$ cat src/rtl/rand_range_sampler_pkg.sv
`default_nettype none
// +---------------------------------------------------------------------------+
// | rand_range_sampler_pkg : state encoding and widths for rand_range_sampler |
// | Revision: 1.0                                                             |
// +---------------------------------------------------------------------------+
package rand_range_sampler_pkg;

  localparam logic [1:0] ST_IDLE  = 2'd0;
  localparam logic [1:0] ST_FILL  = 2'd1;
  localparam logic [1:0] ST_CHECK = 2'd2;
  localparam logic [1:0] ST_HOLD  = 2'd3;

  localparam int REJ_CNT_W = 4;

  typedef enum logic [1:0] {
    S_IDLE  = ST_IDLE,
    S_FILL  = ST_FILL,
    S_CHECK = ST_CHECK,
    S_HOLD  = ST_HOLD
  } state_e;

endpackage : rand_range_sampler_pkg
`default_nettype wire

$ cat src/rtl/rand_range_sampler.sv
`default_nettype none
// +---------------------------------------------------------------------------+
// | rand_range_sampler : LFSR bit collector with rejection sampling to [0,lim) |
// | Revision: 1.0                                                             |
// +---------------------------------------------------------------------------+
module rand_range_sampler
  import rand_range_sampler_pkg::*;
#(
  parameter int WIDTH   = 4,
  parameter int MAX_REJ = 7
) (
  input  logic                 clk_i,
  input  logic                 rst_i,
  input  logic                 gen_en_i,
  input  logic                 rand_i,
  input  logic [WIDTH-1:0]     limit_i,
  output logic                 lfsr_en_o,
  output logic                 out_valid_o,
  input  logic                 out_ready_i,
  output logic [WIDTH-1:0]     out_data_o,
  output logic [REJ_CNT_W-1:0] rej_cnt_o
);

  localparam int CNT_W = $clog2(WIDTH + 1);

  state_e               state_q, state_d;
  logic [WIDTH-1:0]     word_q, word_d;
  logic [CNT_W-1:0]     bit_cnt_q, bit_cnt_d;
  logic [REJ_CNT_W-1:0] rej_q, rej_d;
  logic [WIDTH-1:0]     lim_q, lim_d;
  logic [WIDTH-1:0]     data_q, data_d;
  logic                 valid_q, valid_d;
  logic                 lfsr_en;
  logic [WIDTH-1:0]     diff;

  // Only used on the fallback path, where word_q >= lim_q, so no underflow.
  assign diff = word_q - lim_q;

  always_ff @(posedge clk_i or negedge rst_i) begin
    if (!rst_i) begin
      state_q   <= S_IDLE;
      word_q    <= '0;
      bit_cnt_q <= '0;
      rej_q     <= '0;
      lim_q     <= '0;
      data_q    <= '0;
      valid_q   <= 1'b0;
    end else begin
      state_q   <= state_d;
      word_q    <= word_d;
      bit_cnt_q <= bit_cnt_d;
      rej_q     <= rej_d;
      lim_q     <= lim_d;
      data_q    <= data_d;
      valid_q   <= valid_d;
    end
  end

  always_comb begin
    state_d   = state_q;
    word_d    = word_q;
    bit_cnt_d = bit_cnt_q;
    rej_d     = rej_q;
    lim_d     = lim_q;
    data_d    = data_q;
    valid_d   = valid_q;
    lfsr_en   = 1'b0;

    case (state_q)
      S_IDLE: begin
        if (gen_en_i) begin
          state_d   = S_FILL;
          bit_cnt_d = '0;
          rej_d     = '0;
          lim_d     = limit_i;
        end
      end
      S_FILL: begin
        lfsr_en   = 1'b1;
        word_d    = {word_q[WIDTH-2:0], rand_i};
        bit_cnt_d = bit_cnt_q + 1'b1;
        if (bit_cnt_q == CNT_W'(WIDTH - 1)) begin
          state_d = S_CHECK;
        end
      end
      S_CHECK: begin
        if ((lim_q == '0) || (word_q < lim_q)) begin
          data_d  = word_q;
          valid_d = 1'b1;
          state_d = S_HOLD;
        end else if (rej_q < REJ_CNT_W'(MAX_REJ)) begin
          rej_d     = (rej_q == {REJ_CNT_W{1'b1}}) ? rej_q : rej_q + 1'b1;
          bit_cnt_d = '0;
          state_d   = S_FILL;
        end else begin
          data_d  = (diff < lim_q) ? diff : '0;
          valid_d = 1'b1;
          state_d = S_HOLD;
        end
      end
      S_HOLD: begin
        if (out_ready_i) begin
          valid_d = 1'b0;
          if (gen_en_i) begin
            state_d   = S_FILL;
            bit_cnt_d = '0;
            rej_d     = '0;
            lim_d     = limit_i;
          end else begin
            state_d = S_IDLE;
          end
        end
      end
      default: state_d = S_IDLE;
    endcase
  end

  assign lfsr_en_o   = lfsr_en;
  assign out_valid_o = valid_q;
  assign out_data_o  = data_q;
  assign rej_cnt_o   = rej_q;

endmodule : rand_range_sampler
`default_nettype wire
$ cat config.mk
export PLATFORM = sky130hd
export DESIGN_NAME = rand_range_sampler
export DESIGN_NICKNAME = d
export VERILOG_FILES = /design/src/rtl/rand_range_sampler_pkg.sv /design/src/rtl/rand_range_sampler.sv
export SDC_FILE = /design/constraint.sdc
export NUM_CORES = 1
export LEC_CHECK = 0
export ABC_AREA = 1
export BUFFER_PORTS_ARGS = -buffer_cell sky130_fd_sc_hd__buf_4
export CAP_MARGIN = 5
export CORE_MARGIN = 4
export CORE_UTILIZATION = 50
export CTS_BUF_LIST = sky130_fd_sc_hd__clkbuf_8
export CTS_CLUSTER_SIZE = 8
export DETAILED_ROUTE_END_ITERATION = 10
export PLACE_DENSITY = 0.71
export REMOVE_ABC_BUFFERS = 1
export SLEW_MARGIN = 20
export SYNTH_ARGS = -nofsm -noshare
export SYNTH_HDL_FRONTEND = slang
export SYNTH_SLANG_ARGS = --single-unit
$ cat constraint.sdc
create_clock -name clk_i -period 2.68 [get_ports clk_i]
set_clock_uncertainty 0.2 [all_clocks]
set_input_delay 0.134 -clock clk_i [delete_from_list [all_inputs] [get_ports clk_i]]
set_output_delay 0.134 -clock clk_i [all_outputs]
set_load 0.1 [all_outputs]
## Word-level counts from Yosys, hierarchy flattened

Index checks and enable logic that the tools add are counted.

| cells by class | value |
|---|---|
| reduce and logical (&&, ||, !) cells | 12 |
| $add $sub $neg | 3 |
| $lt $le $gt $ge | 3 |
| equality and inequality tests | 13 |
| mux-type cells | 29 |

Operators by type and width:

| operator | number |
|---|---|
| $mux W4 | 10 |
| $ne A2 B2 Y1 const B | 7 |
| $mux W3 | 4 |
| $pmux W3 S4 | 1 |
| $pmux W4 S3 | 1 |
| $mux W2 | 5 |
| $reduce_and A3 Y1 | 3 |
| $lt A4 B4 Y1 | 2 |
| $pmux W2 S4 | 1 |
| $pmux W4 S2 | 1 |
| $mux W1 | 5 |
| $reduce_and A5 Y1 | 1 |
| $add A4 B1 Y4 const B | 1 |
| $eq A2 B2 Y1 const B | 2 |
| $eq A4 B4 Y1 const B | 1 |
| $logic_not A4 Y1 | 1 |
| $lt A4 B3 Y1 const B | 1 |
| $reduce_and A2 Y1 | 2 |
| $reduce_bool A2 Y1 | 2 |
| $sub A4 B4 Y4 | 1 |
| $add A3 B1 Y3 const B | 1 |
| $eq A3 B2 Y1 const B | 1 |
| $ne A3 B3 Y1 const B | 1 |
| $reduce_bool A3 Y1 | 1 |
| 4 further kinds | 4 |

| storage, ports and cells | value |
|---|---|
| flip-flop bits (word level) | 22 |
| input port bits | 9 |

## Logic depth before layout (Yosys ltp)

| depth | value |
|---|---|
| depth in word-level cells | 5 |
| depth in mapped cells | 15 |
| mapped depth without buffers | 15 |

## Worst setup path before layout

Ideal clock, no wire load.

| path | value |
|---|---|
| kind | register to register |
| from | register rej_q[0], in the netlist rej_cnt_o[0] |
| to | register rej_q[1], in the netlist rej_cnt_o[1] |
| slack | 469 ps |
| buffers on the path | 1 |
| required time | 2358 ps |
| clock period less this slack | 2211 ps |
| arrival time | 1888 ps |
| stages on the path, launching flop included | 10 |
| cell sequence | dfrtp_1 -> ha_1 -> nand2_1 -> inv_1 -> nor2_1 -> nand3_1 -> nand2_2 -> buf_6 -> nand3b_1 -> nand2_1 |

| on the way | value |
|---|---|
| cells in the longest elaborated chain, start to end | 5 |
| elaborated cells on any way between the ends | 10 |
| classes of those cells | add/sub: 1; order compare: 1; eq/ne: 3; mux: 4; reduce/logical: 1 |

Ends and longest elaborated chain:

| element | RTL line | source |
|---|---|---|
| start: declaration | rand_range_sampler.sv:29 | `logic [REJ_CNT_W-1:0] rej_q, rej_d;` |
| start signal: assignment | rand_range_sampler.sv:52 | `rej_q <= rej_d;` |
| $add A4 B1 Y4 | rand_range_sampler.sv:92 | `rej_d = (rej_q == {REJ_CNT_W{1'b1}}) ? rej_q : rej_q + 1'b1;` |
| $mux W4 | rand_range_sampler.sv:92 |  |
| $mux W4 | rand_range_sampler.sv:91 | `end else if (rej_q < REJ_CNT_W'(MAX_REJ)) begin` |
| $mux W4 | rand_range_sampler.sv:87 | `if ((lim_q == '0) \|\| (word_q < lim_q)) begin` |
| $pmux W4 S3 | rand_range_sampler.sv:69 | `case (state_q)` |

Several ways; a longest one is shown, not always the timed one. The select of a mux whose other input is x is not followed.
A chain may end at the register's enable or synchronous reset.

## Final worst setup path

| path | value |
|---|---|
| from | register word_q[0] |
| to | register data_q[1], in the netlist out_data_o[1] |

| on the way | value |
|---|---|
| cells in the longest elaborated chain, start to end | 5 |
| elaborated cells on any way between the ends | 9 |
| classes of those cells | add/sub: 1; order compare: 2; eq/ne: 1; mux: 3; reduce/logical: 2 |

Ends and longest elaborated chain:

| element | RTL line | source |
|---|---|---|
| start: declaration | rand_range_sampler.sv:27 | `logic [WIDTH-1:0] word_q, word_d;` |
| start signal: assignment | rand_range_sampler.sv:50 | `word_q <= word_d;` |
| $sub A4 B4 Y4 | rand_range_sampler.sv:37 | `assign diff = word_q - lim_q;` |
| $lt A4 B4 Y1 | rand_range_sampler.sv:96 | `data_d = (diff < lim_q) ? diff : '0;` |
| $mux W4 | rand_range_sampler.sv:96 |  |
| $mux W4 | rand_range_sampler.sv:91 |  |
| $mux W4 | rand_range_sampler.sv:87 |  |
| end signal: assignment | rand_range_sampler.sv:54 | `data_q <= data_d;` |
| end: declaration | rand_range_sampler.sv:31 | `logic [WIDTH-1:0] data_q, data_d;` |

Several ways; a longest one is shown, not always the timed one. The select of a mux whose other input is x is not followed.

==> reports/metrics.yaml <==
status:
  status: "completed"
yosys:
  syn-cell-area_um2: 1380
  yosysWarnings: 0
  synthCells: 176
  ys_types: 24
  ys_seq_area_share_pct: 40.0
  yosys_register_bits: 22
  synth.avg_cell_area_um2: 7.82
timing:
  fin_crit_ns: 2.44
  setup_viol: 0
  slew_headroom_pct: 69.2
  maxSlewViolCount: 0
  rsz0062_at_grt: "no"
  hold_viol_final: 0
  max_freq_mhz: 410
  setup_tns_ns: 0
  post-route-period-util_pct: 90.9
  worst_pin_slew_ns: 0.462
final_layout:
  nets: 225
  final_cell_area_um2: 1660
  final_common_cell: "nand2_1"
  fill_cells: 230
  syn2layout_area_growth_pct: 20.3
  final_cell_mix: "nand2_1, dfrtp_1, inv_1"
  diodes: 0
  drive_above_1_share_pct: 18.2
floorplanning:
  start_util_pct: 54.1
  die-area_um2: 3660
  ioPinCount: 19
  die_x_um: 60.5
  die_h_um: 60.5
  core-area_um2: 2540
  num_rows: 18
route:
  vias: 1182
  first_pass_iters: 4
  detail-route-antenna-nets: 0
  wl_per_cell_um: 12.5
  drcViolationCount: 0
  first_iter_violations: 48
  wl_um: 2920
  avgViaCountPerCell: 5.07
placement:
  place_area_um2: 1530
  portBuffers: 18
  place_congestion: 1.01
  dpl.hpwl_um: 2200
cts:
  cts.sinks: 22
  cts_buffer_depth: 2
  cts_setup_buffers: 0
  root_buffer: "clkbuf_8"
  clock_latency_ns: 0.26
  cts_buffers: 3
  clkTransAtPathRegs_ns: 0.08
  cts_tree: "done"
  cts_max_level: 1
worst_setup_path:
  reg2reg_depth: 13
  slowest_delay_ns: 0.41
  cp_cell_sequence: "inv_1, ha_1, inv_1, fa_1, xor2_1, ha_1, nand2_1, inv_1, nand2_1, nand3_1, nand2_1, nand3_1, nand2_1"
  cpMaxStageDelayCell: "dfrtp_1"
  cp_max_fo: 3
  regToRegSetupSlack_ns: 0.24
  crit_end: "out_data_o[1]"
  path_class: "flop to flop"
  crit_path_start_kind: "flop"
  critPathRequiredTime_ns: 2.64
  startpoint: "word_q[0]"
  crit_top_cell: "nand2_1"
  endpoint_kind: "flop"
  regToRegEndpoint: "out_data_o[1]"
  reg2reg_from: "word_q[0]"
  cp.arrival_ns: 2.40
grt:
  antenna_found_initial: 0
  grt_use_total_pct: 19.1
  gr-total-overflow: 0
  grt_pass1_wl_um: 5360
  grt_max_degree: 23
  grt_pass1_vias: 1252
worst_hold_path:
  hp-class: "primary input to flop"
  min_from: "out_ready_i"
run:
  max_cap_violations: 0
[synth_stat cells, drive strengths merged]
master  instances  area share [%]
nand2          59              17
inv            24             6.5
dfrtp          22              40
nand3          18             6.9
nor2           14             5.1
ha             11              10
o21ai           8             3.2
a21oi           7             2.5
buf             2             1.6
nand3b          2             1.1
or2             2            0.91
xor2            2             1.3
a21boi          1            0.55
fa              1             1.5
nor3            1            0.36
o211ai          1            0.91
o21bai          1            0.55
[metal layers]
metal  GRT usage, %  share of wire [%]  up-vias
met5              0                  0        -
met4           5.57                1.5        0
met3           2.77                2.9        6
met2           33.3                 50       29
met1           24.7                 45      539
li1               -                  -      608
[flip-flops by register name (all words and copies together), names as in the netlist]
register     cells
lim_q            4
out_data_o       4
rej_cnt_o        4
word_q           4
bit_cnt_q        3
state_q          2
out_valid_o      1
[critical path: cells and delay by family, from the launching register on]
kind | cells | cell delay, ns
buffers and inverters | 3 | 0.23
xor gates and xnor gates | 1 | 0.20
adders and majority gates | 3 | 0.87
DFF | 1 | 0.41
and+or+nand+nor | 6 | 0.42
[cells by family after synthesis]
| family | share of synthesized area, % |
|---|---|
| xor gates and xnor gates | 1.27 |
| buffers and inverters | 8.18 |
| and+or+nand+nor | 31.4 |
| DFF | 40.0 |
| AOI/OAI and AO/OA | 7.73 |
| adders and majority gates | 11.5 |
[area by class of cell]
type	instances	area (µm²)	area share (%)
well taps	30	37.5	2.27
clock buffers	4	55.1	3.33
multi-input cells	128	717	43.3
flip-flops and latches	22	551	33.3
repair buffers	25	205	12.4
inverters	24	90.1	5.44
[metrics by stage]
stage	std cells	worst slack, ns	hold slack (ns)	utilization (%)
after global routing	233	0.0615	0.0304	65.0
after global placement	222	0.336	-0.163	60.0
after CTS	233	0.205	0.0136	64.9
after floorplan	174	0.372	-0.362	-
final	233	0.243	0.0111	65.0
after detailed placement	222	0.229	-0.156	60.0
[worst min-delay path by stage]
stage | cells past startpoint | to
2_1_floorplan | 0 | bit_cnt_q[0]
3_3_place_gp | 1 | rej_cnt_o[0]
3_5_place_dp | 1 | rej_cnt_o[0]
4_1_cts | 4 | out_valid_o
5_1_grt | 4 | out_valid_o
6_report | 4 | out_valid_o
[timing repair]
action	in CTS	in global routing
hold buffers	7	0
hold endpoints to repair	28	0
gates resized for setup	0	1
endpoints found under the setup margin	0	1
Power is not shown: default switching activity piles up to over one toggle a cycle in this logic, so the estimate is an artifact.
